### config.mk
export PLATFORM = sky130hd
export DESIGN_NAME = mips_hazard_ctrl
export DESIGN_NICKNAME = d
export VERILOG_FILES = /design/src/rtl/mips_hazard_ctrl.sv
export SDC_FILE = /design/constraint.sdc
export NUM_CORES = 1
export LEC_CHECK = 0
export ABC_AREA = 1
export BUFFER_PORTS_ARGS = -buffer_cell sky130_fd_sc_hd__buf_2
export CAP_MARGIN = 20
export CELL_PAD_IN_SITES_DETAIL_PLACEMENT = 0
export CELL_PAD_IN_SITES_GLOBAL_PLACEMENT = 1
export CORE_MARGIN = 10
export CORE_UTILIZATION = 39
export DETAILED_ROUTE_END_ITERATION = 16
export PLACE_DENSITY_LB_ADDON = 0.1
export SLEW_MARGIN = 20
export SYNTH_ARGS = -nofsm -noshare
export SYNTH_HDL_FRONTEND = slang
export SYNTH_SLANG_ARGS = --single-unit
### constraint.sdc
create_clock -name clk -period 5.04 [get_ports clk]
set_input_delay 1.008 -clock clk [delete_from_list [all_inputs] [get_ports clk]]
set_output_delay 1.008 -clock clk [all_outputs]
set_load 0.05 [all_outputs]
### src/rtl/mips_hazard_ctrl.sv
// Hazard and stall controller for the 5-stage MIPS pipeline: operand forwarding,
// load/branch interlocks, memory-ready stalls, multi-cycle mul/div hold in E and a stall counter.
//
// state | meaning
// IDLE  | no mul/div held in E; a new mul/div stalls on its first cycle in E
// BUSY  | mul/div held in E; md_cnt counts the remaining stall cycles down to 0
module mips_hazard_ctrl #(
    parameter int REG_W      = 5,
    parameter int MULDIV_LAT = 4,
    parameter int CNT_W      = 32
) (
    input  logic             clk,
    input  logic             reset,
    input  logic [REG_W-1:0] RsD,
    input  logic [REG_W-1:0] RtD,
    input  logic [REG_W-1:0] RsE,
    input  logic [REG_W-1:0] RtE,
    input  logic [REG_W-1:0] WriteRegE,
    input  logic [REG_W-1:0] WriteRegM,
    input  logic [REG_W-1:0] WriteRegW,
    input  logic             RegWriteE,
    input  logic             RegWriteM,
    input  logic             RegWriteW,
    input  logic             MemtoRegE,
    input  logic             MemtoRegM,
    input  logic             BranchD,
    input  logic             JumpD,
    input  logic             PCSrcD,
    input  logic             MulDivE,
    input  logic             MemAccessM,
    input  logic             imem_ready,
    input  logic             dmem_ready,
    output logic             StallF,
    output logic             StallD,
    output logic             StallE,
    output logic             StallM,
    output logic             FlushD,
    output logic             FlushE,
    output logic             FlushM,
    output logic             FlushW,
    output logic             ForwardAD,
    output logic             ForwardBD,
    output logic [1:0]       ForwardAE,
    output logic [1:0]       ForwardBE,
    output logic             md_busy,
    output logic [CNT_W-1:0] stall_cnt
);

    localparam int MD_W = (MULDIV_LAT > 2) ? $clog2(MULDIV_LAT - 1) : 1;
    localparam logic [MD_W-1:0] MD_LOAD = MD_W'((MULDIV_LAT > 2) ? (MULDIV_LAT - 2) : 0);
    localparam logic MD_MULTI = (MULDIV_LAT > 1);

    typedef enum logic {
        IDLE = 1'b0,
        BUSY = 1'b1
    } mdState_t;

    mdState_t        mdState;
    logic [MD_W-1:0] md_cnt;

    logic lwstall;
    logic brstall;
    logic dstall;
    logic mdstall;
    logic srcHitE;
    logic srcHitM;

    // Register zero is hardwired, so it never creates a dependency.
    function automatic logic regHit(input logic [REG_W-1:0] a, input logic [REG_W-1:0] b);
        return (a != '0) && (a == b);
    endfunction

    always_comb begin
        ForwardAD = RegWriteM && regHit(WriteRegM, RsD);
        ForwardBD = RegWriteM && regHit(WriteRegM, RtD);

        if (RegWriteM && regHit(WriteRegM, RsE))
            ForwardAE = 2'b10;
        else if (RegWriteW && regHit(WriteRegW, RsE))
            ForwardAE = 2'b01;
        else
            ForwardAE = 2'b00;

        if (RegWriteM && regHit(WriteRegM, RtE))
            ForwardBE = 2'b10;
        else if (RegWriteW && regHit(WriteRegW, RtE))
            ForwardBE = 2'b01;
        else
            ForwardBE = 2'b00;
    end

    assign srcHitE = regHit(WriteRegE, RsD) || regHit(WriteRegE, RtD);
    assign srcHitM = regHit(WriteRegM, RsD) || regHit(WriteRegM, RtD);

    assign lwstall = MemtoRegE && (regHit(RtE, RsD) || regHit(RtE, RtD));
    assign brstall = BranchD && ((RegWriteE && srcHitE) || (MemtoRegM && srcHitM));
    assign dstall  = MemAccessM && !dmem_ready;
    assign mdstall = MulDivE && (((mdState == IDLE) && MD_MULTI) ||
                                 ((mdState == BUSY) && (md_cnt != '0)));

    // Fixed priority: the deepest stalled stage decides which registers hold.
    always_comb begin
        StallF = 1'b0;
        StallD = 1'b0;
        StallE = 1'b0;
        StallM = 1'b0;
        FlushD = 1'b0;
        FlushE = 1'b0;
        FlushM = 1'b0;
        FlushW = 1'b0;
        if (dstall) begin
            StallF = 1'b1;
            StallD = 1'b1;
            StallE = 1'b1;
            StallM = 1'b1;
            FlushW = 1'b1;
        end else if (mdstall) begin
            StallF = 1'b1;
            StallD = 1'b1;
            StallE = 1'b1;
            FlushM = 1'b1;
        end else if (lwstall || brstall) begin
            StallF = 1'b1;
            StallD = 1'b1;
            FlushE = 1'b1;
        end else if (!imem_ready) begin
            StallF = 1'b1;
            FlushD = 1'b1;
        end else begin
            FlushD = PCSrcD || JumpD;
        end
    end

    // A dmem stall freezes the mul/div sequencer so a finished op is not retriggered.
    always_ff @(posedge clk or posedge reset) begin
        if (reset) begin
            mdState <= IDLE;
            md_cnt  <= '0;
            md_busy <= 1'b0;
        end else if (!dstall) begin
            case (mdState)
                IDLE: begin
                    if (MulDivE && MD_MULTI) begin
                        mdState <= BUSY;
                        md_cnt  <= MD_LOAD;
                        md_busy <= 1'b1;
                    end
                end
                BUSY: begin
                    if (md_cnt != '0) begin
                        md_cnt <= md_cnt - MD_W'(1);
                    end else begin
                        mdState <= IDLE;
                        md_busy <= 1'b0;
                    end
                end
            endcase
        end
    end

    always_ff @(posedge clk or posedge reset) begin
        if (reset)
            stall_cnt <= '0;
        else if (StallF && (stall_cnt != '1))
            stall_cnt <= stall_cnt + CNT_W'(1);
    end

endmodule

==> impl_metrics.toml, run 1 <==
[run_status]
status = "completed"

[timing]
setup_total_negative_slack_ps = 0
max_clock_freq_mhz = 274.0
skew_ps = 8.110
setup_violations = 0
final_max_slew_viol_count = 0
finalHoldViolations = 0
slew_headroom = 0.5595
rsz0062_at_grt = "no"
post-route-min-period_ps = 3650
fin_crit_sh = 0.7242
hold_ws_ps = 486.6
worst-slew-pin-transition_ps = 654.7

[route]
drt_iter0_drc = 214
via_per_inst = 4.968
drt_wl_total_um = 9665
via_count = 3309
ant_nets = 0
dr.pass1.iters = 5
drc = 0
wl_per_cell_um = 14.51

[clocking]
post_cts_buffers = 0
cts_resized = 0
clk_pin_slew_ps = 70
clock_sink_count = 36
clock_path_buffers = 2
cts_tree = "done"
ctsHtreeMaxLevel = 2
cts_made_buffers = 5
cts-hold-fix-buffers = 0
insertion_delay_ps = 290
clock-root-buffer = "clkbuf_8"

[finish]
layout_common_cells = "155 x nand2_1, 95 x buf_2, 50 x nor2_1, 50 x nand3_1, 47 x inv_1"
nFillCells = 871
syn2layout_area_growth_pct = 20.06
fin_nets = 614
diodes = 0
final_common_cell = "nand2_1"
drive_gt1_frac = 0.1968

[place]
io_buffers = 95
hpwl_um = 7925
gp_congestion = 0.8976

[power]
ir_drop_mv = 0.2269
powerDensity_nw_per_um2 = 275.1
p_leak_uw = 0.002070

[yosys]
synth.ff_latch_count = 36
synth_area_um2 = 3119
ys_seq_area_frac = 0.2888
ys_top_cells_by_area = "dfrtp_1 29%, nand2_1 19%, xor2_1 9.0%, nand3_1 8.0%, xnor2_1 6.7%"
synth.distinct_cells = 34
synthDominantCellAreaShare = 0.2888
ys_warn_count = 0
syn-num-nets = 524
synth_top_area_cell = "dfrtp_1"
syn_avg_cell_area_um2 = 6.595
ys_dominant_reg_cell = "dfrtp_1"
async_flop_share = 1.000
synth_cells = 473
synth_edf_count = 0

[floorplan]
core_um2 = 7767
row_count = 32
die_area_um2 = 11970
initial_core_util = 0.4016
io_pins = 96
die_x_um = 109.4
die_h_um = 109.4

[global_route]
grt_pass1_vias = 3168
grt_antenna_before_repair = 0
grt_max_degree = 37
grt.total_usage = 0.1639
overflow = 0
grt_pass1_wl_um = 15900

[worst_hold_path]
holdPathStages = 2
hold_class = "reg2reg"
hp-start = "md_cnt[0]"
holdPathEnd = "md_cnt[0]"

[critical_path]
crit_top_cell = "nand2_1"
critPathMaxFanout = 6
required_ps = 4030
slowest_delay_ps = 310
regToRegStartpoint = "stall_cnt[1]"
rr_endpoint = "stall_cnt[23]"
start_kind = "input pin"
end_kind = "primary output"
rrSetupSlack_ps = 2270
timing_worst_setup_path_type = "in2out"
worstSetupStartpoint = "WriteRegM[2]"
worst_ep_arrival_time_ps = 2640
cp_cell_sequence = "buf_2 > nor2_1 > nand3_1 > nand2_1 > inv_1 > nand3_1 > nand2_1 > nand2_1 > nand2_1 > a21boi_0 > nand2_1 > a21oi_1 > buf_2"
r2r_cells = 11
crit_slowest_cell = "a21boi_0"

[job]
cap_violations = 0
## state kept, by name (all words and copies together) (netlist names)
| register | count |
|---|---|
| mdState | 1 |
| md_busy | 1 |
| md_cnt | 2 |
| stall_cnt | 32 |
## how the worst max path moves through the flow
| stage | endpoint | slack, ps | cells after the start |
|---|---|---|---|
| 3_3_place_gp | FlushD | 1380 | 10 |
| 6_report | FlushD | 1390 | 13 |
| 2_1_floorplan | ForwardBE[0] | 30 | 6 |
| 4_1_cts | FlushD | 1370 | 13 |
| 5_1_grt | FlushD | 1160 | 13 |
| 3_5_place_dp | FlushD | 1370 | 13 |
## stage by stage
stage | area (µm²) | power (µW) | std cells | util | setup WS [ps]
after floorplan | 3122 | 696.1 | 473 | - | 31.10
after global placement | 3651 | 811.4 | 658 | 0.4700 | 1376
after detailed placement | 3651 | 815.9 | 658 | 0.4700 | 1372
after CTS | 3745 | 1042 | 666 | 0.4821 | 1368
after global routing | 3745 | 1106 | 666 | 0.4821 | 1165
final | 3745 | 1030 | 666 | 0.4821 | 1390
## critical path: cells and delay by family
family	cells	cell delay, ps
buffers and inverters	3	460
AO/OA/AOI/OAI	2	440
AND/OR/NAND/NOR	8	720
## cell families after synthesis
group / count (synthesis) / synth area share
adders and majority gates: 2 / 0.008021
and+or+nand+nor: 293 / 0.4100
buffers and inverters: 61 / 0.08504
DFF: 36 / 0.2888
AOI/OAI and AO/OA: 25 / 0.05095
xor gates and xnor gates: 56 / 0.1572
## power by group
| group | total (µW) | internal, µW | leakage (µW) | switching (µW) |
|---|---|---|---|---|
| logic | 429 | 125 | 0.00154 | 304 |
| registers | 377 | 329 | 0.000483 | 48.7 |
| clock network | 224 | 111 | 0.0000445 | 112 |
## synthesized netlist by cell type, types with 3 or more instances
cell type and n:
nor2_1 50, xor2_1 32, inv_1 47, nand2_1 155, xnor2_1 24, dfrtp_1 36, o21ai_0 4, nor4_1 7
nor3_1 12, a21oi_1 8, buf_6 3, nand4_1 10, a2111oi_0 3, o22ai_1 3, buf_2 7, nand3_1 50
## per-layer routing
| layer | GRT usage | part of all wire |
|---|---|---|
| met5 | 0 | 0 |
| met1 | 0.2281 | 0.49 |
| met3 | 0.03686 | 0.070 |
| met2 | 0.2568 | 0.43 |
| met4 | 0.02695 | 0.0067 |
## final cells by class
class	count	area [µm²]	share of cell area
clock buffer	7	86.33	0.02305
inverter	47	176.4	0.04711
multi-input combinational	376	1956	0.5222
tap	102	127.6	0.03408
timing repair buffer	97	490.5	0.1310
sequential	36	900.9	0.2406
clock inverter	1	7.507	0.002005
Note: power is estimated with default switching activity, not from simulation.
==> inputs of run 2 (changes only) <==
CORE_UTILIZATION = 36   (was 39)
clock period = 3.4 ns   (was 5.04 ns; I/O delays follow)
==> run 2 against run 1 <==
Global-route usage is 0.81 points lower. Power up 59%. Clock-buffer cell count stayed put. Die area is 6.8% higher. Combinational power rose by 50%. Hold slack worse by 3.0 ps. Critical path type unchanged.
==> impl_metrics.toml, run 2 (synthesis results as in run 1) <==
[floorplan]
die_h_um = 113.1
row_count = 33
die_area_um2 = 12790
core_um2 = 8341
initial_core_util = 0.3740
io_pins = 96
die_x_um = 113.1

[finish]
largest_register = "stall_cnt"
syn2layout_area_growth_pct = 21.98
reg_top3 = "stall_cnt (32), md_cnt (2)"
final_cells = 670
fin_nets = 615
multi_input_area_um2 = 1972
fin_area_um2 = 3805
final_common_cell = "nand2_1"
drive_gt1_frac = 0.2071
largest_reg_flops = 32
area.sequential_um2 = 900.9
diodes = 0
layout_common_cells = "155 x nand2_1, 95 x buf_2, 50 x nand3_1, 49 x nor2_1, 47 x inv_1"
nFillCells = 906

[route]
via_per_inst = 5.049
wl_met1_um = 4958
via_count = 3383
ant_nets = 0
dr_wl_met3_um = 677
drc = 0
top_layer = "met4"
drt_iter0_drc = 229
dr.pass1.iters = 4
wl_met2_um = 4460
wl_per_cell_um = 15.12
drt_wl_total_um = 10130

[job]
cap_violations = 0

[worst_hold_path]
hold_class = "reg2reg"

[power]
p_leak_uw = 0.002095
ir_drop_mv = 0.2905
powerDensity_nw_per_um2 = 429.2

[critical_path]
worst_ep_arrival_time_ps = 2170
critPathMaxFanout = 5
start_kind = "input pin"
timing_worst_setup_path_type = "in2out"
end_kind = "primary output"
required_ps = 2720

[clocking]
clk_pin_slew_ps = 80
cts_made_buffers = 5
clock_path_buffers = 2
insertion_delay_ps = 290
cts_resized = 0
ctsHtreeMaxLevel = 2
post_cts_buffers = 0
clock-root-buffer = "clkbuf_8"
clock_sink_count = 36
cts-hold-fix-buffers = 0
cts_tree = "done"

[timing]
setup_total_negative_slack_ps = 0
finalHoldViolations = 0
worst-slew-pin-transition_ps = 623.0
fin_crit_sh = 0.8376
final_max_slew_viol_count = 0
post-route-min-period_ps = 2848
rsz0062_at_grt = "no"
max_clock_freq_mhz = 351.1
setup_violations = 0
slew_headroom = 0.5808
fin_ws_ps = 552.0
hold_ws_ps = 483.6
skew_ps = 4.339

[global_route]
grt.total_usage = 0.1558
grt_max_degree = 37
overflow = 0
grt_antenna_before_repair = 0
grt_pass1_wl_um = 16790
grt_pass1_vias = 3341

[place]
hpwl_um = 8336
io_buffers = 95
post-place-ws_ps = 547.0
gp_congestion = 0.8898
dpl_cell_area_um2 = 3679
dpl.cell_count = 662

[run_status]
status = "completed"
==> run 2: routing by layer <==
metal	global-route usage	up-vias
li1	-	1700
met1	0.2196	1582
met2	0.2423	96
met3	0.03539	5
met4	0.01861	0
met5	0	-
==> run 2: critical path, cell delays in order <==
cell	delay (ps)
buf_2	120
inv_1	150
nand3_1	100
o31ai_1	200
inv_1	60
nand2_1	90
a21boi_0	250
nand2_1	130
a21oi_2	110
buf_2	270
==> run 2: worst paths after layout <==
check                           depth (start not counted)             to         start  slack [ps]
max in group asynchronous                               3  stall_cnt[31]         reset        2570
min in group asynchronous                               3  stall_cnt[11]         reset         490
worst max-delay path                                   10         FlushD        RtE[2]         550
worst min-delay path                                    2      md_cnt[0]     md_cnt[0]         480
worst min register to register                          2      md_cnt[0]     md_cnt[0]         480
worst max register to register                         11  stall_cnt[29]  stall_cnt[1]         950
==> run 2: per-stage QoR <==
stage / util / power [µW]
final: 0.4562 / 1633
after detailed placement: 0.4410 / 1220
after global placement: 0.4410 / 1214
after floorplan: - / 1034
after CTS: 0.4562 / 1646
after global routing: 0.4562 / 1742
==> run 2: report_power, final <==
| part | leakage, µW | switching (µW) | internal (µW) |
|---|---|---|---|
| Sequential | 0.000483 | 77.4 | 487 |
| Combinational | 0.00155 | 458 | 186 |
| Clock | 0.0000645 | 166 | 259 |
==> run 2: layout make-up <==
type,count,area share
multi-input combinational,376,0.5183
clock buffer,7,0.02532
clock inverter,1,0.007892
tap,105,0.03453
sequential,36,0.2368
inverter,47,0.04637
timing repair buffer,98,0.1309
